File: src/rtl/id_fwd_stage_if.sv
// ID->EX boundary: decoded instruction and register reads in, resolved pipeline latch out.
// Latency: none (wires only).
// Backpressure: id_ready / ex_ready handshake signals are carried here.
interface id_fwd_stage_if #(
   parameter int DATA_WIDTH     = 32,
   parameter int ADDR_WIDTH     = 32,
   parameter int REG_ADDR_WIDTH = 5
);
   logic                      id_valid;
   logic                      id_ready;
   logic [ADDR_WIDTH-1:0]     id_pc;
   logic [1:0]                br_type;
   logic [ADDR_WIDTH-1:0]     br_target;
   logic                      rd_en_1;
   logic                      rd_en_2;
   logic [REG_ADDR_WIDTH-1:0] rd_addr_1;
   logic [REG_ADDR_WIDTH-1:0] rd_addr_2;
   logic [DATA_WIDTH-1:0]     rd_data_1;
   logic [DATA_WIDTH-1:0]     rd_data_2;
   logic                      ex_ready;
   logic                      ex_valid;
   logic [ADDR_WIDTH-1:0]     ex_pc;
   logic [DATA_WIDTH-1:0]     ex_op1;
   logic [DATA_WIDTH-1:0]     ex_op2;

   modport master (
      output id_valid, id_pc, br_type, br_target, rd_en_1, rd_en_2,
             rd_addr_1, rd_addr_2, rd_data_1, rd_data_2, ex_ready,
      input  id_ready, ex_valid, ex_pc, ex_op1, ex_op2
   );

   modport slave (
      input  id_valid, id_pc, br_type, br_target, rd_en_1, rd_en_2,
             rd_addr_1, rd_addr_2, rd_data_1, rd_data_2, ex_ready,
      output id_ready, ex_valid, ex_pc, ex_op1, ex_op2
   );
endinterface

File: src/rtl/id_fwd_stage.sv
// Decode stage: N-channel operand forwarding, load-use stall, ID/EX latch, branch resolve (DELAY_SLOT_EN keeps the slot).
// Latency: 1 cycle ID->EX latch and ID->branch_flag; stall_request is combinational.
// Backpressure: holds the latch while ex_ready=0 and ex_valid=1; id_ready drops on hazard, flush or full latch.
module id_fwd_stage #(
   parameter int DATA_WIDTH     = 32,
   parameter int ADDR_WIDTH     = 32,
   parameter int REG_ADDR_WIDTH = 5,
   parameter int FWD_CH         = 2,
   parameter int CNT_WIDTH      = 16
) (
   input  logic                             clk,
   input  logic                             rst,
   id_fwd_stage_if.slave                    bus,
   input  logic [FWD_CH-1:0]                fwd_we,
   input  logic [FWD_CH-1:0]                fwd_load,
   input  logic [FWD_CH*REG_ADDR_WIDTH-1:0] fwd_addr,
   input  logic [FWD_CH*DATA_WIDTH-1:0]     fwd_data,
   input  logic                             flush,
   output logic                             stall_request,
   output logic                             branch_flag,
   output logic [ADDR_WIDTH-1:0]            branch_addr,
   output logic [CNT_WIDTH-1:0]             stall_cnt
);
   localparam logic [0:0] ST_RUN    = 1'b0;
   localparam logic [0:0] ST_SQUASH = 1'b1;

   typedef struct packed {
      logic                  hz;
      logic [DATA_WIDTH-1:0] val;
   } opnd_t;

   typedef struct packed {
      logic [ADDR_WIDTH-1:0] pc;
      logic [DATA_WIDTH-1:0] op1;
      logic [DATA_WIDTH-1:0] op2;
   } ex_lat_t;

   function automatic opnd_t resolve(
      input logic                             en,
      input logic [REG_ADDR_WIDTH-1:0]        addr,
      input logic [DATA_WIDTH-1:0]            rf,
      input logic [FWD_CH-1:0]                we,
      input logic [FWD_CH-1:0]                ld,
      input logic [FWD_CH*REG_ADDR_WIDTH-1:0] fa,
      input logic [FWD_CH*DATA_WIDTH-1:0]     fd
   );
      opnd_t r;
      r.hz  = 1'b0;
      r.val = rf;
      // Walk oldest to youngest so the lowest matching channel is written last and wins
      for (int c = FWD_CH - 1; c >= 0; c--) begin
         if (we[c] && fa[c*REG_ADDR_WIDTH +: REG_ADDR_WIDTH] == addr) begin
            r.hz  = ld[c];
            r.val = fd[c*DATA_WIDTH +: DATA_WIDTH];
         end
      end
      if (!en || addr == '0) begin
         r.hz  = 1'b0;
         r.val = '0;
      end
      return r;
   endfunction

   opnd_t      op1;
   opnd_t      op2;
   ex_lat_t    ex_lat;
   logic       ex_valid;
   logic       hazard;
   logic       advance;
   logic       id_ready;
   logic       squash;
   logic       taken;
   logic [0:0] state;

   always_comb begin
      op1 = resolve(bus.rd_en_1, bus.rd_addr_1, bus.rd_data_1, fwd_we, fwd_load, fwd_addr, fwd_data);
      op2 = resolve(bus.rd_en_2, bus.rd_addr_2, bus.rd_data_2, fwd_we, fwd_load, fwd_addr, fwd_data);
   end

   assign hazard        = bus.id_valid & (op1.hz | op2.hz);
   assign stall_request = hazard;
   assign advance       = bus.ex_ready | ~ex_valid;
   assign id_ready      = bus.id_valid & ~hazard & advance & ~flush;
   assign squash        = (state == ST_SQUASH);

   always_comb begin
      case (bus.br_type)
         2'd1:    taken = (op1.val == op2.val);
         2'd2:    taken = (op1.val != op2.val);
         2'd3:    taken = 1'b1;
         default: taken = 1'b0;
      endcase
   end

   always_ff @(posedge clk) begin
      if (rst) begin
         ex_valid    <= 1'b0;
         ex_lat      <= '0;
         branch_flag <= 1'b0;
         branch_addr <= '0;
         stall_cnt   <= '0;
         state       <= ST_RUN;
      end else begin
         branch_flag <= 1'b0;
         if (stall_request && stall_cnt != '1) begin
            stall_cnt <= stall_cnt + 1'b1;
         end
         if (flush) begin
            ex_valid <= 1'b0;
            state    <= ST_RUN;
         end else begin
            if (advance) begin
               ex_valid <= id_ready & ~squash;
            end
            if (id_ready) begin
               ex_lat <= '{pc: bus.id_pc, op1: op1.val, op2: op2.val};
               // The squashed slot is still consumed, but is never evaluated as a branch
               if (squash) begin
                  state <= ST_RUN;
               end else if (taken) begin
                  branch_flag <= 1'b1;
                  branch_addr <= bus.br_target;
`ifndef DELAY_SLOT_EN
                  state       <= ST_SQUASH;
`endif
               end
            end
         end
      end
   end

   assign bus.id_ready = id_ready;
   assign bus.ex_valid = ex_valid;
   assign bus.ex_pc    = ex_lat.pc;
   assign bus.ex_op1   = ex_lat.op1;
   assign bus.ex_op2   = ex_lat.op2;
endmodule

File: src/flat_wrapper.sv
// flat-port wrapper written by rule: the top's interface ports become plain ports
module id_fwd_stage_flat 
#(
   parameter int DATA_WIDTH     = 32,
   parameter int ADDR_WIDTH     = 32,
   parameter int REG_ADDR_WIDTH = 5,
   parameter int FWD_CH         = 2,
   parameter int CNT_WIDTH      = 16
)
  (clk, rst, fwd_we, fwd_load, fwd_addr, fwd_data, flush, stall_request, branch_flag, branch_addr, stall_cnt, bus_id_valid, bus_id_pc, bus_br_type, bus_br_target, bus_rd_en_1, bus_rd_en_2, bus_rd_addr_1, bus_rd_addr_2, bus_rd_data_1, bus_rd_data_2, bus_ex_ready, bus_id_ready, bus_ex_valid, bus_ex_pc, bus_ex_op1, bus_ex_op2);
  id_fwd_stage_if #(.DATA_WIDTH(DATA_WIDTH), .ADDR_WIDTH(ADDR_WIDTH), .REG_ADDR_WIDTH(REG_ADDR_WIDTH)) bus_i ();
  input  logic clk;
  input  logic rst;
  input  logic [FWD_CH-1:0] fwd_we;
  input  logic [FWD_CH-1:0] fwd_load;
  input  logic [FWD_CH*REG_ADDR_WIDTH-1:0] fwd_addr;
  input  logic [FWD_CH*DATA_WIDTH-1:0] fwd_data;
  input  logic flush;
  output logic stall_request;
  output logic branch_flag;
  output logic [ADDR_WIDTH-1:0] branch_addr;
  output logic [CNT_WIDTH-1:0] stall_cnt;
  input wire logic [$bits(bus_i.id_valid)-1:0] bus_id_valid;
  input wire logic [$bits(bus_i.id_pc)-1:0] bus_id_pc;
  input wire logic [$bits(bus_i.br_type)-1:0] bus_br_type;
  input wire logic [$bits(bus_i.br_target)-1:0] bus_br_target;
  input wire logic [$bits(bus_i.rd_en_1)-1:0] bus_rd_en_1;
  input wire logic [$bits(bus_i.rd_en_2)-1:0] bus_rd_en_2;
  input wire logic [$bits(bus_i.rd_addr_1)-1:0] bus_rd_addr_1;
  input wire logic [$bits(bus_i.rd_addr_2)-1:0] bus_rd_addr_2;
  input wire logic [$bits(bus_i.rd_data_1)-1:0] bus_rd_data_1;
  input wire logic [$bits(bus_i.rd_data_2)-1:0] bus_rd_data_2;
  input wire logic [$bits(bus_i.ex_ready)-1:0] bus_ex_ready;
  output wire logic [$bits(bus_i.id_ready)-1:0] bus_id_ready;
  output wire logic [$bits(bus_i.ex_valid)-1:0] bus_ex_valid;
  output wire logic [$bits(bus_i.ex_pc)-1:0] bus_ex_pc;
  output wire logic [$bits(bus_i.ex_op1)-1:0] bus_ex_op1;
  output wire logic [$bits(bus_i.ex_op2)-1:0] bus_ex_op2;
  assign bus_i.id_valid = bus_id_valid;
  assign bus_i.id_pc = bus_id_pc;
  assign bus_i.br_type = bus_br_type;
  assign bus_i.br_target = bus_br_target;
  assign bus_i.rd_en_1 = bus_rd_en_1;
  assign bus_i.rd_en_2 = bus_rd_en_2;
  assign bus_i.rd_addr_1 = bus_rd_addr_1;
  assign bus_i.rd_addr_2 = bus_rd_addr_2;
  assign bus_i.rd_data_1 = bus_rd_data_1;
  assign bus_i.rd_data_2 = bus_rd_data_2;
  assign bus_i.ex_ready = bus_ex_ready;
  assign bus_id_ready = bus_i.id_ready;
  assign bus_ex_valid = bus_i.ex_valid;
  assign bus_ex_pc = bus_i.ex_pc;
  assign bus_ex_op1 = bus_i.ex_op1;
  assign bus_ex_op2 = bus_i.ex_op2;
  id_fwd_stage #(.DATA_WIDTH(DATA_WIDTH), .ADDR_WIDTH(ADDR_WIDTH), .REG_ADDR_WIDTH(REG_ADDR_WIDTH), .FWD_CH(FWD_CH), .CNT_WIDTH(CNT_WIDTH)) u_core (.clk(clk), .rst(rst), .bus(bus_i), .fwd_we(fwd_we), .fwd_load(fwd_load), .fwd_addr(fwd_addr), .fwd_data(fwd_data), .flush(flush), .stall_request(stall_request), .branch_flag(branch_flag), .branch_addr(branch_addr), .stall_cnt(stall_cnt));
endmodule
File: config.mk
export PLATFORM = sky130hd
export DESIGN_NAME = id_fwd_stage_flat
export DESIGN_NICKNAME = d
export VERILOG_FILES = /design/src/rtl/id_fwd_stage_if.sv /design/src/rtl/id_fwd_stage.sv /design/src/flat_wrapper.sv
export SDC_FILE = /design/constraint.sdc
export NUM_CORES = 1
export LEC_CHECK = 0
export CELL_PAD_IN_SITES_DETAIL_PLACEMENT = 1
export CELL_PAD_IN_SITES_GLOBAL_PLACEMENT = 1
export CORE_MARGIN = 8
export CORE_UTILIZATION = 32
export DETAILED_ROUTE_END_ITERATION = 10
export GPL_TIMING_DRIVEN = 0
export PLACE_DENSITY = 0.84
export SYNTH_ARGS = -nofsm -noshare
export SYNTH_HDL_FRONTEND = slang
export SYNTH_SLANG_ARGS = --single-unit
File: constraint.sdc
create_clock -name clk -period 8.15 [get_ports clk]
set_input_delay 1.63 -clock clk [delete_from_list [all_inputs] [get_ports clk]]
set_output_delay 1.63 -clock clk [all_outputs]
set_load 0.005 [all_outputs]
==> flow_summary_export.csv <==
group,metric,value,unit
critical_path,max_stage_delay,590,ps
clocking,hold_buffers,0,
timing,skew,11.5,ps
timing,worst_slack,964,ps
yosys,synth_ff_type,"dfxtp_1",
die,fp.dieH,176,µm
drt,wl_per_cell,24.6,µm
critical_path,cpMaxStageDelayCell,"clkdlybuf4s50_1",
yosys,syn-num-nets,1242,
yosys,yosysUniqueCellTypes,43,
worst_hold_path,whs_path_depth,2,
yosys,synth_edf_count,0,
timing,clock.fmax,0.139,GHz
critical_path,r2r-start,"u_core.stall_cnt[7]",
drt,num_vias,9694,
critical_path,crit_chain,"clkdlybuf4s50_1, xor2_1, or3b_1, buf_2, nor3_1, mux2i_1, o22ai_1, or4b_1, clkbuf_1, inv_2, clkbuf_1, clkdlybuf4s50_1",
die,fp.coreArea,0.0251,mm²
placement,dp_slack,1070,ps
timing,min_period,7190,ps
die,die_w,176,µm
critical_path,required,6520,ps
timing,period_share,88.2,%
yosys,synth_top_area_share,36.0,%
timing,rsz0062_at_grt,"no",
worst_hold_path,min_path_type,"reg -> reg",
clocking,root_buffer,"clkbuf_16",
cells_and_area,n_fill_cell,3020,
yosys,synth.cell_area,0.00817,mm²
timing,relSlewSlack,36.8,%
clocking,cts_sinks,147,
clocking,clock_latency,430,ps
critical_path,critPathKind,"in -> out",
drt,routed_wl,43.2,mm
timing,fin_tns_setup,0,ps
global_route,grt_pass1_vias,10300,
clocking,cts_setup_buffers,0,
yosys,seq_area_frac_synth,36.0,%
die,die-area,0.0309,mm²
yosys,synth-seq-cells,147,
worst_hold_path,min-delay-start,"u_core.bus.ex_pc[4]",
critical_path,r2r_cells,9,
outcome,run_status,"complete, no violations",
yosys,yosysWarnings,0,
placement,port_buffers,370,
power,p_leak,4.52,nW
timing,worst_pin_slew,942,ps
critical_path,cp.arrival,5560,ps
worst_hold_path,hold_end,"u_core.bus.ex_pc[4]",
die,start_util,32.5,%
clocking,ctsLongestPathBuffers,2,
cells_and_area,layout.nets,1631,
yosys,synth_area_leaders,"dfxtp_1, mux2i_1, nand2_1, xor2_1, nand2b_1",
global_route,grt_start_max_net_pins,17,
power,vdd_drop_max,94.1,µV
timing,slew_violations,0,
clocking,cts_resized,0,
yosys,async_flop_share,0,%
global_route,antenna_found_initial,11,
drt,ant_nets,0,
drt,drc,0,
power,powerDensity,159,mW/mm²
critical_path,start_kind,"input pin",
drt,vias_per_cell,5.52,
placement,gp_congestion,0.922,
cells_and_area,multiInputGateArea,0.00481,mm²
global_route,grt_pass1_wl,63.7,mm
job,max_cap_viol_count,0,
cells_and_area,register_area,0.00294,mm²
clocking,path_clk_slew,70,ps
cells_and_area,post-route-util,51.6,%
clocking,ctsHtreeMaxLevel,4,
clocking,cts_tree,"done",
die,num_io_pins,373,
global_route,gr-usage-all-layers,27.0,%
clocking,cts_inserted_buffers,17,
critical_path,rrSetupSlack,5630,ps
placement,dp_hpwl,34.3,mm
drt,dr.pass1.iters,5,
cells_and_area,drive_gt1_share,4.37,%
cells_and_area,area.growth.synth_to_final,58.5,%
yosys,syn_inst,1016,
critical_path,cp_max_fo,10,
yosys,syn_avg_cell_area,8.04,µm²
timing,setup_viol,0,
global_route,grt_overflow,0,
critical_path,rr_endpoint,"u_core.stall_cnt[15]",
die,rows,58,
timing,hold_violations,0,
critical_path,endpoint_kind,"output pin",
power,power,0.00206,W
drt,drt_iter0_markers,673,
yosys,synth_largest_area_cell,"dfxtp_1",
[synthesized netlist by cell type, types with 2 or more instances]
cell      number
a21oi_1       45
a311o_1        8
a311oi_1      24
a31oi_1       32
and3_1         3
buf_2         14
buf_6          6
clkbuf_1      69
dfxtp_1      147
inv_1          3
mux2i_1       91
nand2_1      139
nand2b_1      64
nand3_1        7
nand4_1        8
nor2_1       101
nor2b_1        2
nor3_1        28
nor4_1         3
o21a_1         3
o21ai_0       37
o21ai_1       22
o31ai_1       24
or2_0          2
or2_2          3
or3_1          3
or3b_1         2
or4_1         50
xnor2_1       17
xor2_1        46
[sequential cells by signal, summed over array words and instances, names as in the netlist]
name                 flops
u_core.bus.ex_valid      1
u_core.branch_flag       1
u_core.bus.ex_pc        32
u_core.bus.ex_op1       32
u_core.bus.ex_op2       32
u_core.branch_addr      32
u_core.stall_cnt        16
u_core.squash            1
[critical path, delay by kind of cell]
family          cells  cell delay (ps)
buf+inv             6             2150
xor+xnor            1              520
compound gates      1              230
mux                 1              180
simple gates        3              840
[kinds of logic after synthesis]
family                   count (synthesis)  share of synthesized area, %
AO/OA/AOI/OAI                          197                          15.0
XOR/XNOR                                63                          6.75
adder cells (fa/ha/maj)                  1                         0.153
buffers and inverters                   95                          5.14
flip-flops                             147                          36.0
multiplexers                            92                          11.4
AND/OR/NAND/NOR                        421                          25.5
[power by group]
| group | switching [W] | internal [W] |
|---|---|---|
| clock | 0.000370 | 0.000498 |
| sequential | 0.0000137 | 0.000742 |
| combinational | 0.000223 | 0.000213 |
[cells in the final DEF (no fill, tap or decap), drive strengths merged, types with 5 or more instances in the layout]
master	count
nor2	102
inv	11
nand4	8
buf	21
nand3	7
xnor2	17
a31oi	32
clkbuf	87
mux2i	92
nor3	28
a311o	8
diode	9
or2	6
o21ai	60
nor4	5
or4	50
clkdlybuf4s50	370
a311oi	24
nand2	139
a21oi	45
xor2	46
dfxtp	147
nand2b	64
o31ai	24
[layout make-up]
class,count,share of cell area [%]
antenna,9,0.174
buffer,91,3.13
clock buffer,17,3.28
clock inverter,15,1.66
inverter,4,0.116
multi-input combinational,774,37.1
sequential,147,22.7
tap,330,3.19
timing repair buffer,370,28.6
[through the flow]
step | hold slack (ps) | cell area, µm² | std cells
3_5_place_dp | 450 | 12300 | 1716
3_3_place_gp | 441 | 12300 | 1716
6_report | 458 | 13000 | 1757
4_1_cts | 460 | 12900 | 1748
2_1_floorplan | 453 | 8170 | 1016
5_1_grt | 478 | 13000 | 1757
[metal layers]
layer | vias to the layer above | part of all wire (%) | GRT usage, %
met3 | 102 | 7.4 | 6.01
met1 | 4745 | 40 | 31.4
met2 | 463 | 49 | 46.4
met5 | - | 0.051 | 0
li1 | 4380 | - | -
met4 | 4 | 3.8 | 12.7
[how the worst max path moves through the flow]
stage                                 from      endpoint  slack (ps)  cells after the start
after floorplan           bus_rd_addr_1[2]  bus_id_ready        2890                     10
after global placement    bus_rd_addr_2[2]  bus_id_ready        1130                     12
after detailed placement  bus_rd_addr_2[2]  bus_id_ready        1070                     12
after CTS                 bus_rd_addr_2[2]  bus_id_ready        1070                     12
after global routing      bus_rd_addr_2[0]  bus_id_ready         790                     12
final                     bus_rd_addr_2[2]  bus_id_ready         960                     12
(Power assumes the default switching activity.)
